$ cat src/rtl/axi_bus_pkg.sv
// Shared AXI bus definitions: write-scheduler FSM states and AXI response codes.
package axi_bus_pkg;

    typedef enum logic [1:0] {
        IDLE = 2'd0,
        ADDR = 2'd1,
        DATA = 2'd2
    } wr_state_e;

    localparam logic [1:0] AXI_RESP_OKAY   = 2'b00;
    localparam logic [1:0] AXI_RESP_EXOKAY = 2'b01;
    localparam logic [1:0] AXI_RESP_SLVERR = 2'b10;
    localparam logic [1:0] AXI_RESP_DECERR = 2'b11;

endpackage

$ cat src/rtl/axi_wr_rr_scheduler_rr_pick.sv
// Combinational round-robin picker: first set request after 'last', wrapping,
// with 'last' itself checked at the lowest priority.
module rr_pick #(
    parameter int M_WIDTH = 2
) (
    input  logic [2**M_WIDTH-1:0] req,
    input  logic [M_WIDTH-1:0]    last,
    output logic [M_WIDTH-1:0]    gnt_idx,
    output logic                  any
);

    localparam int N = 2**M_WIDTH;

    // rot_req[k] is the request of master last+k+1 (mod N), so index 0 has top priority.
    logic [N-1:0] rot_req;

    for (genvar gi = 0; gi < N; gi++) begin : g_rot
        assign rot_req[gi] = req[last + M_WIDTH'(gi + 1)];
    end

    always_comb begin
        gnt_idx = '0;
        any     = 1'b0;
        for (int k = N - 1; k >= 0; k--) begin
            if (rot_req[k]) begin
                gnt_idx = last + M_WIDTH'(k + 1);
                any     = 1'b1;
            end
        end
    end

endmodule

$ cat src/rtl/axi_wr_rr_scheduler.sv
// AXI write-channel scheduler: round-robin AW grant, W window locked to the
// granted master until LAST, and an outstanding-burst limit tracked via B.
module axi_wr_rr_scheduler
    import axi_bus_pkg::*;
#(
    parameter int M_WIDTH         = 2,
    parameter int MAX_OUTSTANDING = 4
) (
    input  logic                  clk,
    input  logic                  rstn,
    input  logic [2**M_WIDTH-1:0] MASTER_WR_ADDR_VALID,
    input  logic                  BUS_WR_ADDR_VALID,
    input  logic                  BUS_WR_ADDR_READY,
    input  logic                  BUS_WR_DATA_VALID,
    input  logic                  BUS_WR_DATA_READY,
    input  logic                  BUS_WR_DATA_LAST,
    input  logic                  BUS_WR_BACK_VALID,
    input  logic                  BUS_WR_BACK_READY,
    output logic [M_WIDTH-1:0]    wr_addr_master_sel,
    output logic [M_WIDTH-1:0]    wr_data_master_sel,
    output logic                  wr_grant_valid,
    output logic                  wr_data_open,
    output logic [7:0]            wr_outstanding
);

    localparam logic [7:0] MAX_Q = 8'(MAX_OUTSTANDING);

    wr_state_e          state_q;
    logic [M_WIDTH-1:0] addr_sel_q;
    logic [M_WIDTH-1:0] data_sel_q;
    logic [M_WIDTH-1:0] last_q;
    logic               grant_q;
    logic               open_q;
    logic [7:0]         cnt_q;
    logic [7:0]         cnt_d;

    logic [M_WIDTH-1:0] pick_idx;
    logic               pick_any;
    logic               aw_hs;
    logic               w_last_hs;
    logic               b_hs;

    rr_pick #(
        .M_WIDTH (M_WIDTH)
    ) u_pick (
        .req     (MASTER_WR_ADDR_VALID),
        .last    (last_q),
        .gnt_idx (pick_idx),
        .any     (pick_any)
    );

    // Bus handshakes only count in the state that consumes them.
    assign aw_hs     = (state_q == ADDR) && BUS_WR_ADDR_VALID && BUS_WR_ADDR_READY;
    assign w_last_hs = (state_q == DATA) && BUS_WR_DATA_VALID && BUS_WR_DATA_READY
                       && BUS_WR_DATA_LAST;
    assign b_hs      = BUS_WR_BACK_VALID && BUS_WR_BACK_READY;

    always_comb begin
        cnt_d = cnt_q;
        if (aw_hs && !b_hs) begin
            if (cnt_q < MAX_Q) cnt_d = cnt_q + 8'd1;
        end else if (b_hs && !aw_hs) begin
            if (cnt_q != 8'd0) cnt_d = cnt_q - 8'd1;
        end
    end

    always_ff @(posedge clk or negedge rstn) begin
        if (!rstn) begin
            state_q    <= IDLE;
            addr_sel_q <= '0;
            data_sel_q <= '0;
            last_q     <= '1;
            grant_q    <= 1'b0;
            open_q     <= 1'b0;
            cnt_q      <= 8'd0;
        end else begin
            cnt_q <= cnt_d;
            unique case (state_q)
                IDLE: begin
                    // Registered count gates the grant, so a freed slot is usable one edge later.
                    if (pick_any && (cnt_q < MAX_Q)) begin
                        state_q    <= ADDR;
                        addr_sel_q <= pick_idx;
                        data_sel_q <= pick_idx;
                        last_q     <= pick_idx;
                        grant_q    <= 1'b1;
                    end
                end
                ADDR: begin
                    if (aw_hs) begin
                        state_q <= DATA;
                        grant_q <= 1'b0;
                        open_q  <= 1'b1;
                    end
                end
                DATA: begin
                    if (w_last_hs) begin
                        state_q <= IDLE;
                        open_q  <= 1'b0;
                    end
                end
                default: begin
                    state_q <= IDLE;
                    grant_q <= 1'b0;
                    open_q  <= 1'b0;
                end
            endcase
        end
    end

    assign wr_addr_master_sel = addr_sel_q;
    assign wr_data_master_sel = data_sel_q;
    assign wr_grant_valid     = grant_q;
    assign wr_data_open       = open_q;
    assign wr_outstanding     = cnt_q;

endmodule

$ cat config.mk
export PLATFORM = sky130hd
export DESIGN_NAME = axi_wr_rr_scheduler
export DESIGN_NICKNAME = d
export VERILOG_FILES = /design/src/rtl/axi_bus_pkg.sv /design/src/rtl/axi_wr_rr_scheduler_rr_pick.sv /design/src/rtl/axi_wr_rr_scheduler.sv
export SDC_FILE = /design/constraint.sdc
export NUM_CORES = 1
export LEC_CHECK = 0
export CORE_AREA = 3 3 53 55
export CTS_BUF_LIST = sky130_fd_sc_hd__clkbuf_4
export CTS_CLUSTER_SIZE = 20
export DETAILED_ROUTE_END_ITERATION = 12
export DIE_AREA = 0 0 56 58
export HOLD_SLACK_MARGIN = 0.02
export PLACE_DENSITY_LB_ADDON = 0.05
export SLEW_MARGIN = 20
export SYNTH_ARGS = -nofsm -noshare
export SYNTH_HDL_FRONTEND = slang
export SYNTH_SLANG_ARGS = --single-unit
$ cat constraint.sdc
create_clock -name clk -period 3.1 [get_ports clk]
set_input_delay 0.465 -clock clk [delete_from_list [all_inputs] [get_ports clk]]
set_output_delay 0.465 -clock clk [all_outputs]
set_load 0.05 [all_outputs]
Word level (Yosys, flattened, before mapping)

Index checks and enable logic that the tools add are counted.

Flip-flop bits (word level): 16
Bits in latches: 0
Bits in writable memories: 0
ROM bits: 0
Input bits: 13
Output and inout bits: 14
Word-level logic and storage cells: 74
Memories kept: 0

Add/subtract/negate cells: 5
Multipliers: 0
Div/mod/pow operators: 0
Magnitude comparators: 5
Equality and inequality tests: 6
Shift operators: 0
Muxes and demuxes: 30
Bitwise operators: 2
Reduce and logical (&&, ||, !) cells: 20

Operators by type and width:

| operator                                                   | count |
|---|---|
| two-way mux 8 bit                                          | 4 |
| two-way mux 2 bit                                          | 7 |
| less-than comparator 2 x 3 -> 1 bit, second input constant | 4 |
| two-way mux 1 bit                                          | 12 |
| AND reduction 3 bit                                        | 4 |
| logical AND 1 bit                                          | 9 |
| adder 8 x 1 -> 8 bit, second input constant                | 1 |
| binary-select mux 1 bit (select 2 bit)                     | 4 |
| less-than comparator 8 x 3 -> 1 bit, second input constant | 1 |
| nonzero test 8 bit                                         | 1 |
| subtractor 8 x 1 -> 8 bit, second input constant           | 1 |
| inequality test 2 bit, second input constant               | 3 |
| case mux 1 bit (3 select lines)                            | 2 |
| case mux 2 bit (3 select lines)                            | 1 |
| adder 2 bit, second input constant                         | 2 |
| nonzero test 2 bit                                         | 2 |
| adder 2 x 1 -> 2 bit, second input constant                | 1 |
| equality test 2 x 1 -> 1 bit, second input constant        | 1 |
| equality test 2 bit, second input constant                 | 1 |
| zero test 1 bit                                            | 2 |
| zero test 2 bit                                            | 1 |
| inequality test 2 x 1 -> 1 bit, second input constant      | 1 |
| NOT 1 bit                                                  | 2 |
| AND reduction 2 bit                                        | 1 |

Depth between registers and ports, before layout

Gate-level depths: netlist of the first run.

Depth after elaboration: 9
Mapped depth: 10
Gate-level depth less buffers: 10

Modules after synthesis

A second synthesis of the first run with hierarchy kept.

Cells, all modules: 115
Area, all modules: 1,094.8 sq um

Modules (own cells, without submodules):

| module              | times used | cells an instance | area an instance (sq um) | sequential area each (sq um) |
|---|---|---|---|---|
| axi_wr_rr_scheduler | 1          | 101               | 1,003.5                  | 402.9 |
| rr_pick             | 1          | 14                | 91.3                     | 0.0 |

Worst setup path after synthesis of the first run

Ideal clock, no wire load.

Kind: register -> register
Start point: reg state_q[1]
End point: reg cnt_q[6] (netlist: wr_outstanding[6])
Arrival time: 2,416 ps
Path slack: 559 ps
Cell stages (with the launch flop): 11
Buffers on the path: 0
Period minus slack after synthesis: 2,541 ps
Path through: dfrtp_1 nand2b_1 nor2_1 ha_1 inv_1 fa_1 a21o_1 a311o_1 a21oi_1 xnor2_1 mux2_2

Longest elaborated chain between the ends: 7

Ends and longest elaborated chain:

| item                              | line                      | RTL |
|---|---|---|
| start: declaration                | axi_wr_rr_scheduler.sv:28 | `wr_state_e state_q;` |
| start signal: assignment          | axi_wr_rr_scheduler.sv:69 | `state_q <= IDLE;` |
| start signal: assignment          | axi_wr_rr_scheduler.sv:82 | `state_q <= ADDR;` |
| start signal: assignment          | axi_wr_rr_scheduler.sv:91 | `state_q <= DATA;` |
| equality test 2 x 1 -> 1 bit *    | axi_wr_rr_scheduler.sv:53 | `assign aw_hs = (state_q == ADDR) && BUS_WR_ADDR_VALID && BUS_WR_ADDR_READY;` |
| logical AND 1 bit * (2 in series) | axi_wr_rr_scheduler.sv:53 |  |
| zero test 1 bit                   | axi_wr_rr_scheduler.sv:62 | `end else if (b_hs && !aw_hs) begin` |
| logical AND 1 bit                 | axi_wr_rr_scheduler.sv:62 |  |
| nonzero test 2 bit (no line)      | n/a                       |  |
| AND reduction 3 bit (no line)     | n/a                       |  |
| end signal: assignment            | axi_wr_rr_scheduler.sv:77 | `cnt_q <= cnt_d;` |
| end: declaration                  | axi_wr_rr_scheduler.sv:34 | `logic [7:0] cnt_q;` |

Every way passes the cells marked *; elsewhere a longest branch is shown, timed or not.
A chain may end at the register's enable or synchronous reset.

Worst setup path after layout of the first run

Start point: in BUS_WR_ADDR_VALID
End point: reg cnt_q[6] (netlist: wr_outstanding[6])

Longest elaborated chain between the ends: 6

Ends and longest elaborated chain:

| item                              | line                      | RTL |
|---|---|---|
| start: declaration                | axi_wr_rr_scheduler.sv:12 | `input logic BUS_WR_ADDR_VALID,` |
| logical AND 1 bit * (2 in series) | axi_wr_rr_scheduler.sv:53 |  |
| zero test 1 bit                   | axi_wr_rr_scheduler.sv:62 |  |
| logical AND 1 bit                 | axi_wr_rr_scheduler.sv:62 |  |
| nonzero test 2 bit (no line)      | n/a                       |  |
| AND reduction 3 bit (no line)     | n/a                       |  |

Marks and branches as above.

==> impl_metrics.csv, run 1 <==
group,metric,value,unit
finish,nNetsFinal,154,
logic_synthesis,synth_edf_count,0,
worst_setup_path,end_kind,"register",
worst_setup_path,crit_chain,"clkdlybuf4s50_1, nand2_1, nor2_1, ha_1, inv_1, fa_1, a21o_1, a311o_1, a21oi_1, xnor2_1, mux2_2",
logic_synthesis,ys_ff_latch,16,
clock_tree,cts_sinks,16,
finish,seq_area,403,sq um
sta,fin_crit_sh,88.3,%
finish,layout-drive-gt1-share,15.2,%
sta,setup_viol,0,
min_path,holdPathStages,2,
logic_synthesis,synthArstFlopShare,100,%
logic_synthesis,avgSynthCellArea,10.1,sq um
sta,finalHoldViolCount,0,
clock_tree,tritoncts,"done",
sta,fmax,0.365,GHz
routing,drt-initial-drc-count,20,
pwr,combPwrFrac,65.0,%
pwr,clockPowerShare,7.2,%
sta,layout_min_cycle_time,2740,ps
clock_tree,clk_pin_slew,90,ps
sta,rsz0062_at_grt,"false",
run_status,outcome,"completed",
logic_synthesis,yosys.cell_count.top_type,"dfrtp_1",
logic_synthesis,yosysWarnings,0,
logic_synthesis,synth_top_area_share,33.9,%
routing,drc,0,
routing,ant_nets,0,
finish,nFillCells,233,
floorplanning,die_w,56,microns
logic_synthesis,synth_commonest_cells,"dfrtp_1, a21oi_1, ha_1, nand2_1, o21ai_0",
sta,whs,486,ps
sta,skew,0.396,ps
routing,drt-total-wl,2020,microns
sta,worst_slack,362,ps
worst_setup_path,critPathLaunchType,"input pin",
floorplanning,core_area,2430,sq um
pwr,switching_share,49.2,%
place,hpwl,1590,microns
logic_synthesis,synth_top_cell_by_area,"dfrtp_1",
grt,overflow,0,
logic_synthesis,yosysSeqAreaShare,39.0,%
routing,viasPerCell,5.27,
clock_tree,clockBufferDepth,2,
pwr,p_seq_share,27.9,%
worst_setup_path,slowest_stage,"clkdlybuf4s50_1",
sta,slew_headroom,50.9,%
routing,drt-pass1-iter-count,4,
routing,wire_per_inst,12.5,microns
clock_tree,cts_buffers,3,
worst_setup_path,critical_path_class,"in -> reg",
logic_synthesis,ys_top_cells_by_area,"dfrtp_1, ha_1, mux2_2",
pwr,peakVddDrop,0.812,mV
clock_tree,cts_setup_buffers,0,
sta,final-max-slew-violation-count,0,
grt,grt_usage,13.9,%
floorplanning,io_pins,27,
clock_tree,cts-root-buf,"clkbuf_4",
logic_synthesis,synth_cell_types,34,
routing,vias,854,
sta,max_slew.worst_pin.slew,734,ps
worst_setup_path,cp_max_fo,6,
floorplanning,die_h,58,microns
place,gp_congestion,0.881,
floorplanning,die-area,3250,sq um
place,place_ws,51.8,ps
clock_tree,hold_buffers,0,
finish,n_antenna_cell,0,
logic_synthesis,syn-num-nets,123,
place,port_buffers,26,
min_path,hold_path.class,"reg -> reg",
floorplanning,std_cell_rows,18,
grt,grt_max_degree,17,
worst_setup_path,cp_data_required_time,3280,ps
clock_tree,clock_latency,280,ps
pwr,p_int,799,uW
grt,antenna_found_initial,0,
worst_setup_path,ff2ff_path_depth,10,
floorplanning,start_util,42.4,%
worst_setup_path,slowest_delay,470,ps
logic_synthesis,synth_area,1030,sq um
finish,area_delta_synth_final,31.4,%
logic_synthesis,synthCells,102,
grt,grt_pass1_vias,832,
clock_tree,htree_levels,1,
pwr,p_switching,773,uW
finish,multi_input_area,599,sq um
clock_tree,cts_resized,0,
grt,grt_pass1_wl,3530,microns
pwr,powerDensity,1160,nW/um^2
worst_setup_path,critPathArrivalTime,2920,ps
sta,tns,0,ps
logic_synthesis,synth-main-ff-cell,"dfrtp_1",
pwr,leakagePower,0.576,nW
job,maxCapViolCount,0,
[worst max-delay path, delay by kind of cell]
| family | cells | cell delay [ps] |
|---|---|---|
| AO/OA/AOI/OAI | 3 | 760 |
| XOR/XNOR | 1 | 80 |
| adder cells (fa/ha/maj) | 2 | 600 |
| buffers and inverters | 2 | 580 |
| multiplexers | 1 | 250 |
| AND/OR/NAND/NOR | 2 | 180 |
[path summary, 6_finish.rpt]
kind                                            startpoint                       endpoint  slack [ps]
worst max-delay path                     BUS_WR_ADDR_VALID  wr_outstanding[6]$_DFFE_PN0P_         360
worst min-delay path            wr_grant_valid$_DFFE_PN0P_     wr_grant_valid$_DFFE_PN0P_         490
worst max register to register      state_q[1]$_DFFE_PN0P_  wr_outstanding[6]$_DFFE_PN0P_         460
worst min register to register  wr_grant_valid$_DFFE_PN0P_     wr_grant_valid$_DFFE_PN0P_         490
max in group asynchronous                             rstn  wr_outstanding[2]$_DFFE_PN0P_        2030
min in group asynchronous                             rstn  wr_outstanding[6]$_DFFE_PN0P_         610
[cells in the final DEF (no fill, tap or decap)]
cell             Yosys  layout
o211a_1              2       2
buf_4                2       2
nor4_1               2       2
nand2b_1             2       2
o21a_1               2       2
nand2_2              1       1
clkinv_1             0       1
ha_1                 7       7
inv_1                4       4
a21boi_1             1       1
mux2_2               6       6
a31oi_1              1       1
xnor2_1              3       3
a311o_1              1       1
nand3b_1             1       1
xor2_1               3       3
or4_4                1       1
nor2_1               6       6
dfstp_2              2       2
dfrtp_1             14      14
fa_1                 1       1
or3_2                2       2
nand3_1              1       1
o31ai_1              1       1
a21o_2               2       2
a32oi_1              1       1
clkdlybuf4s50_1      0      26
nor4_2               1       1
o22ai_1              3       3
a21o_1               2       2
or3_1                1       1
mux2i_1              2       2
and2_1               2       2
a21oi_1              8       8
o21ai_0              7       7
nand2_1              7       7
clkbuf_4             0       3
[through the flow]
step	area, sq um	instances	power [mW]	utilization, %
floorplan	1030	102	1.19	-
global placement	1330	158	1.46	54.7
detailed placement	1330	158	1.47	54.7
CTS	1360	162	1.59	55.8
global route	1360	162	1.70	55.8
finish	1360	162	1.57	55.8
[layout make-up]
cell class / count / area share [%]
timing repair buffer: 28 / 20.3
clock inverter: 1 / 0.277
tap: 30 / 2.77
sequential: 16 / 29.7
multi-input combinational: 80 / 44.2
clock buffer: 3 / 1.66
inverter: 4 / 1.11
[per-layer routing]
metal	wire [microns]	vias to the layer above	GRT usage, %
met1	913	396	16.1
met3	115	2	5.57
met2	973	18	23.7
met4	15	0	4.41
met5	0	-	0
li1	-	438	-
[cells by family (layout without fill, tap and decap cells)]
kind of cell / after synthesis / count (layout) / synth area share [%]
AOI/OAI and AO/OA: 31 / 31 / 19.5
buffers and inverters: 6 / 36 / 2.91
adders and majority gates: 8 / 8 / 10.4
DFF: 16 / 16 / 39.0
muxes: 8 / 8 / 8.48
and+or+nand+nor: 27 / 27 / 14.5
xor gates and xnor gates: 6 / 6 / 5.09
[registers in the layout, indices dropped and copies added, names as in the netlist]
signal,cells
wr_outstanding,8
last_q,2
state_q,2
wr_data_master_sel,2
wr_data_open,1
wr_grant_valid,1
[power by group through the flow]
stage / clock, mW / combinational, mW / sequential [mW]
after CTS: 0.122 / 1.03 / 0.440
after global placement: 0 / 1.02 / 0.442
after global routing: 0.127 / 1.11 / 0.462
after floorplan: 0 / 0.505 / 0.686
after detailed placement: 0 / 1.02 / 0.444
final: 0.112 / 1.02 / 0.438
(Power assumes the default switching activity.)
==> run 2: changes to the inputs <==
- CORE_AREA: 3 3 53 55 -> 3 3 55 57
- DIE_AREA: 0 0 56 58 -> 0 0 58 60
- SYNTH_HIERARCHICAL: not set -> 1
==> impl_metrics.csv, run 2 <==
group,metric,value,unit
sta,layout_min_cycle_time,2710,ps
floorplanning,std_cell_rows,18,
finish,final_cell_mix,"clkdlybuf4s50_1, dfrtp_1, nand2_1, o21ai_0, a21oi_1",
floorplanning,start_util,43.4,%
finish,seq_area,403,sq um
logic_synthesis,syn-num-nets,136,
routing,routed-wl-met3,132,microns
pwr,peakVddDrop,0.639,mV
grt,antenna_found_initial,0,
logic_synthesis,yosysWarnings,6,
floorplanning,core_area,2520,sq um
routing,wire_per_inst,13.9,microns
place,port_buffers,26,
worst_setup_path,crit_chain,"clkdlybuf4s50_1, nand2_1, nor2_1, ha_1, inv_1, ha_1, o21ai_0, nor3_1, a211oi_1, mux2i_1, xnor2_1",
clock_tree,cts_resized,0,
worst_setup_path,critical_path_class,"in -> reg",
sta,final-max-slew-violation-count,0,
finish,nFillCells,230,
worst_setup_path,rr_endpoint,"wr_outstanding[7]$_DFFE_PN0P_",
job,maxCapViolCount,0,
grt,grt_pass1_vias,968,
finish,area_delta_synth_final,29.6,%
sta,max_slew.worst_pin.slew,693,ps
finish,layout-drive-gt1-share,12.4,%
routing,wl_met1,1080,microns
clock_tree,cts_setup_buffers,0,
worst_setup_path,critPathLaunchType,"input pin",
grt,overflow,0,
logic_synthesis,ys_top_cells_by_area,"dfrtp_1, ha_1, dfstp_2",
worst_setup_path,ff2ff_path_depth,10,
worst_setup_path,crit_path_end,"wr_outstanding[7]$_DFFE_PN0P_",
finish,n_antenna_cell,0,
worst_setup_path,crit_cells,11,
worst_setup_path,r2r_slack,540,ps
logic_synthesis,synth_top_area_share,32.0,%
clock_tree,cts_sinks,16,
logic_synthesis,ys_ff_latch,16,
pwr,powerDensity,1170,nW/um^2
sta,rsz0062_at_grt,"false",
logic_synthesis,synth_commonest_cells,"dfrtp_1, nand2_1, o21ai_0, a21oi_1, ha_1",
finish,largest_reg_flops,8,
clock_tree,clk_pin_slew,90,ps
finish,multi_input_area,647,sq um
worst_setup_path,critical_path.top_delay_family,"buffers and inverters",
routing,vias,952,
clock_tree,cts-root-buf,"clkbuf_4",
routing,wl_met2,1160,microns
floorplanning,die_w,58,microns
worst_setup_path,cp_data_required_time,3320,ps
pwr,leakagePower,0.616,nW
routing,ant_nets,0,
clock_tree,clockBufferDepth,2,
routing,drt-total-wl,2430,microns
sta,finalHoldViolCount,0,
routing,top_layer_used,"met4",
logic_synthesis,synthArstFlopShare,100,%
logic_synthesis,synth_area,1090,sq um
grt,grt_usage,15.8,%
min_path,hold_path.class,"reg -> reg",
logic_synthesis,synth_cell_types,36,
place,hpwl,1880,microns
sta,fmax,0.369,GHz
clock_tree,htree_levels,1,
grt,grt_max_degree,17,
worst_setup_path,end_kind,"register",
finish,final_common_cell,"clkdlybuf4s50_1",
sta,whs,480,ps
place,gp_congestion,0.834,
worst_setup_path,critPathArrivalTime,2920,ps
logic_synthesis,synth_edf_count,0,
sta,slew_headroom,53.7,%
grt,grt_pass1_wl,4180,microns
logic_synthesis,synth-main-ff-cell,"dfrtp_1",
routing,viasPerCell,5.44,
floorplanning,die-area,3480,sq um
worst_setup_path,slowest_delay,480,ps
clock_tree,hold_buffers,0,
sta,worst_slack,393,ps
clock_tree,cts_buffers,3,
logic_synthesis,synthCells,115,
finish,nNetsFinal,167,
worst_setup_path,critPathMostFrequentCell,"ha_1",
logic_synthesis,avgSynthCellArea,9.52,sq um
worst_setup_path,startpoint,"BUS_WR_ADDR_VALID",
worst_setup_path,slowest_stage,"clkdlybuf4s50_1",
clock_tree,tritoncts,"done",
logic_synthesis,yosysSeqAreaShare,36.8,%
floorplanning,die_h,60,microns
sta,setup_viol,0,
clock_tree,clock_latency,280,ps
routing,drc,0,
routing,drt-initial-drc-count,21,
logic_synthesis,synth_top_cell_by_area,"dfrtp_1",
run_status,outcome,"completed",
place,place_ws,95.0,ps
worst_setup_path,cp_max_fo,9,
logic_synthesis,yosys.cell_count.top_type,"dfrtp_1",
floorplanning,io_pins,27,
worst_setup_path,r2r-start,"state_q[1]$_DFFE_PN0P_",
routing,drt-pass1-iter-count,4,
sta,tns,0,ps
sta,fin_crit_sh,87.3,%
worst_setup_path,worst-path-buf-inv,2,
sta,skew,8.02,ps
==> run 2: per-stage QoR <==
step | area (sq um) | instances | total power, mW | utilization (%)
after floorplan | 1090 | 115 | 1.23 | -
final | 1420 | 175 | 1.66 | 56.3
after detailed placement | 1390 | 171 | 1.55 | 55.1
after global placement | 1390 | 171 | 1.53 | 55.1
after CTS | 1420 | 175 | 1.68 | 56.3
after global routing | 1420 | 175 | 1.79 | 56.3
==> run 2: area by class of cell <==
| cell class | count | area share (%) |
|---|---|---|
| flip-flops and latches | 16 | 28.4 |
| multi-input cells | 91 | 45.6 |
| clock buffers | 4 | 2.12 |
| well taps | 30 | 2.65 |
| inverters | 5 | 1.32 |
| repair buffers | 29 | 19.9 |
==> run 2: routing by layer <==
| layer | global-route usage, % | up-vias |
|---|---|---|
| met5 | 0 | - |
| met4 | 7.95 | 0 |
| met3 | 2.16 | 5 |
| met2 | 28.4 | 30 |
| met1 | 18.2 | 442 |
| li1 | - | 475 |
==> run 2: how the worst min path moves through the flow <==
stage | endpoint | slack, ps | startpoint | cells after the start
2_1_floorplan | state_q[0]$_DFFE_PN0P_ | 170 | rstn | 0
3_3_place_gp | wr_grant_valid$_DFFE_PN0P_ | 460 | wr_grant_valid$_DFFE_PN0P_ | 2
3_5_place_dp | wr_grant_valid$_DFFE_PN0P_ | 470 | wr_grant_valid$_DFFE_PN0P_ | 2
4_1_cts | wr_grant_valid$_DFFE_PN0P_ | 490 | wr_grant_valid$_DFFE_PN0P_ | 2
5_1_grt | wr_grant_valid$_DFFE_PN0P_ | 530 | wr_grant_valid$_DFFE_PN0P_ | 2
6_report | wr_grant_valid$_DFFE_PN0P_ | 480 | wr_grant_valid$_DFFE_PN0P_ | 2
==> run 2: worst reg2reg max path: cells and delay by family, from the launching register on <==
kind | cells | cell delay (ps)
fa+ha+maj | 2 | 570
compound gates | 2 | 570
flops | 1 | 420
simple gates | 3 | 410
mux | 1 | 250
buf+inv | 1 | 160
xor+xnor | 1 | 130
==> run 2: cell families after synthesis <==
family / share of synthesized area (%)
adder cells (fa/ha/maj): 9.83
XOR/XNOR: 4.00
AO/OA/AOI/OAI: 19.3
AND/OR/NAND/NOR: 17.3
multiplexers: 8.69
buffers and inverters: 4.11
flip-flops: 36.8
==> run 2: report_power, final <==
part / leakage [nW] / switching [mW] / total [mW] / internal [mW]
combinational: 0.409 / 0.630 / 1.10 / 0.471
sequential: 0.189 / 0.129 / 0.443 / 0.314
clock: 0.0184 / 0.0601 / 0.119 / 0.0587
==> run 3: changes to the inputs <==
- CTS_CLUSTER_DIAMETER: not set -> 50
==> results of run 3 <==
Same layout as run 2: the final DEF is identical, and so are final timing and power.
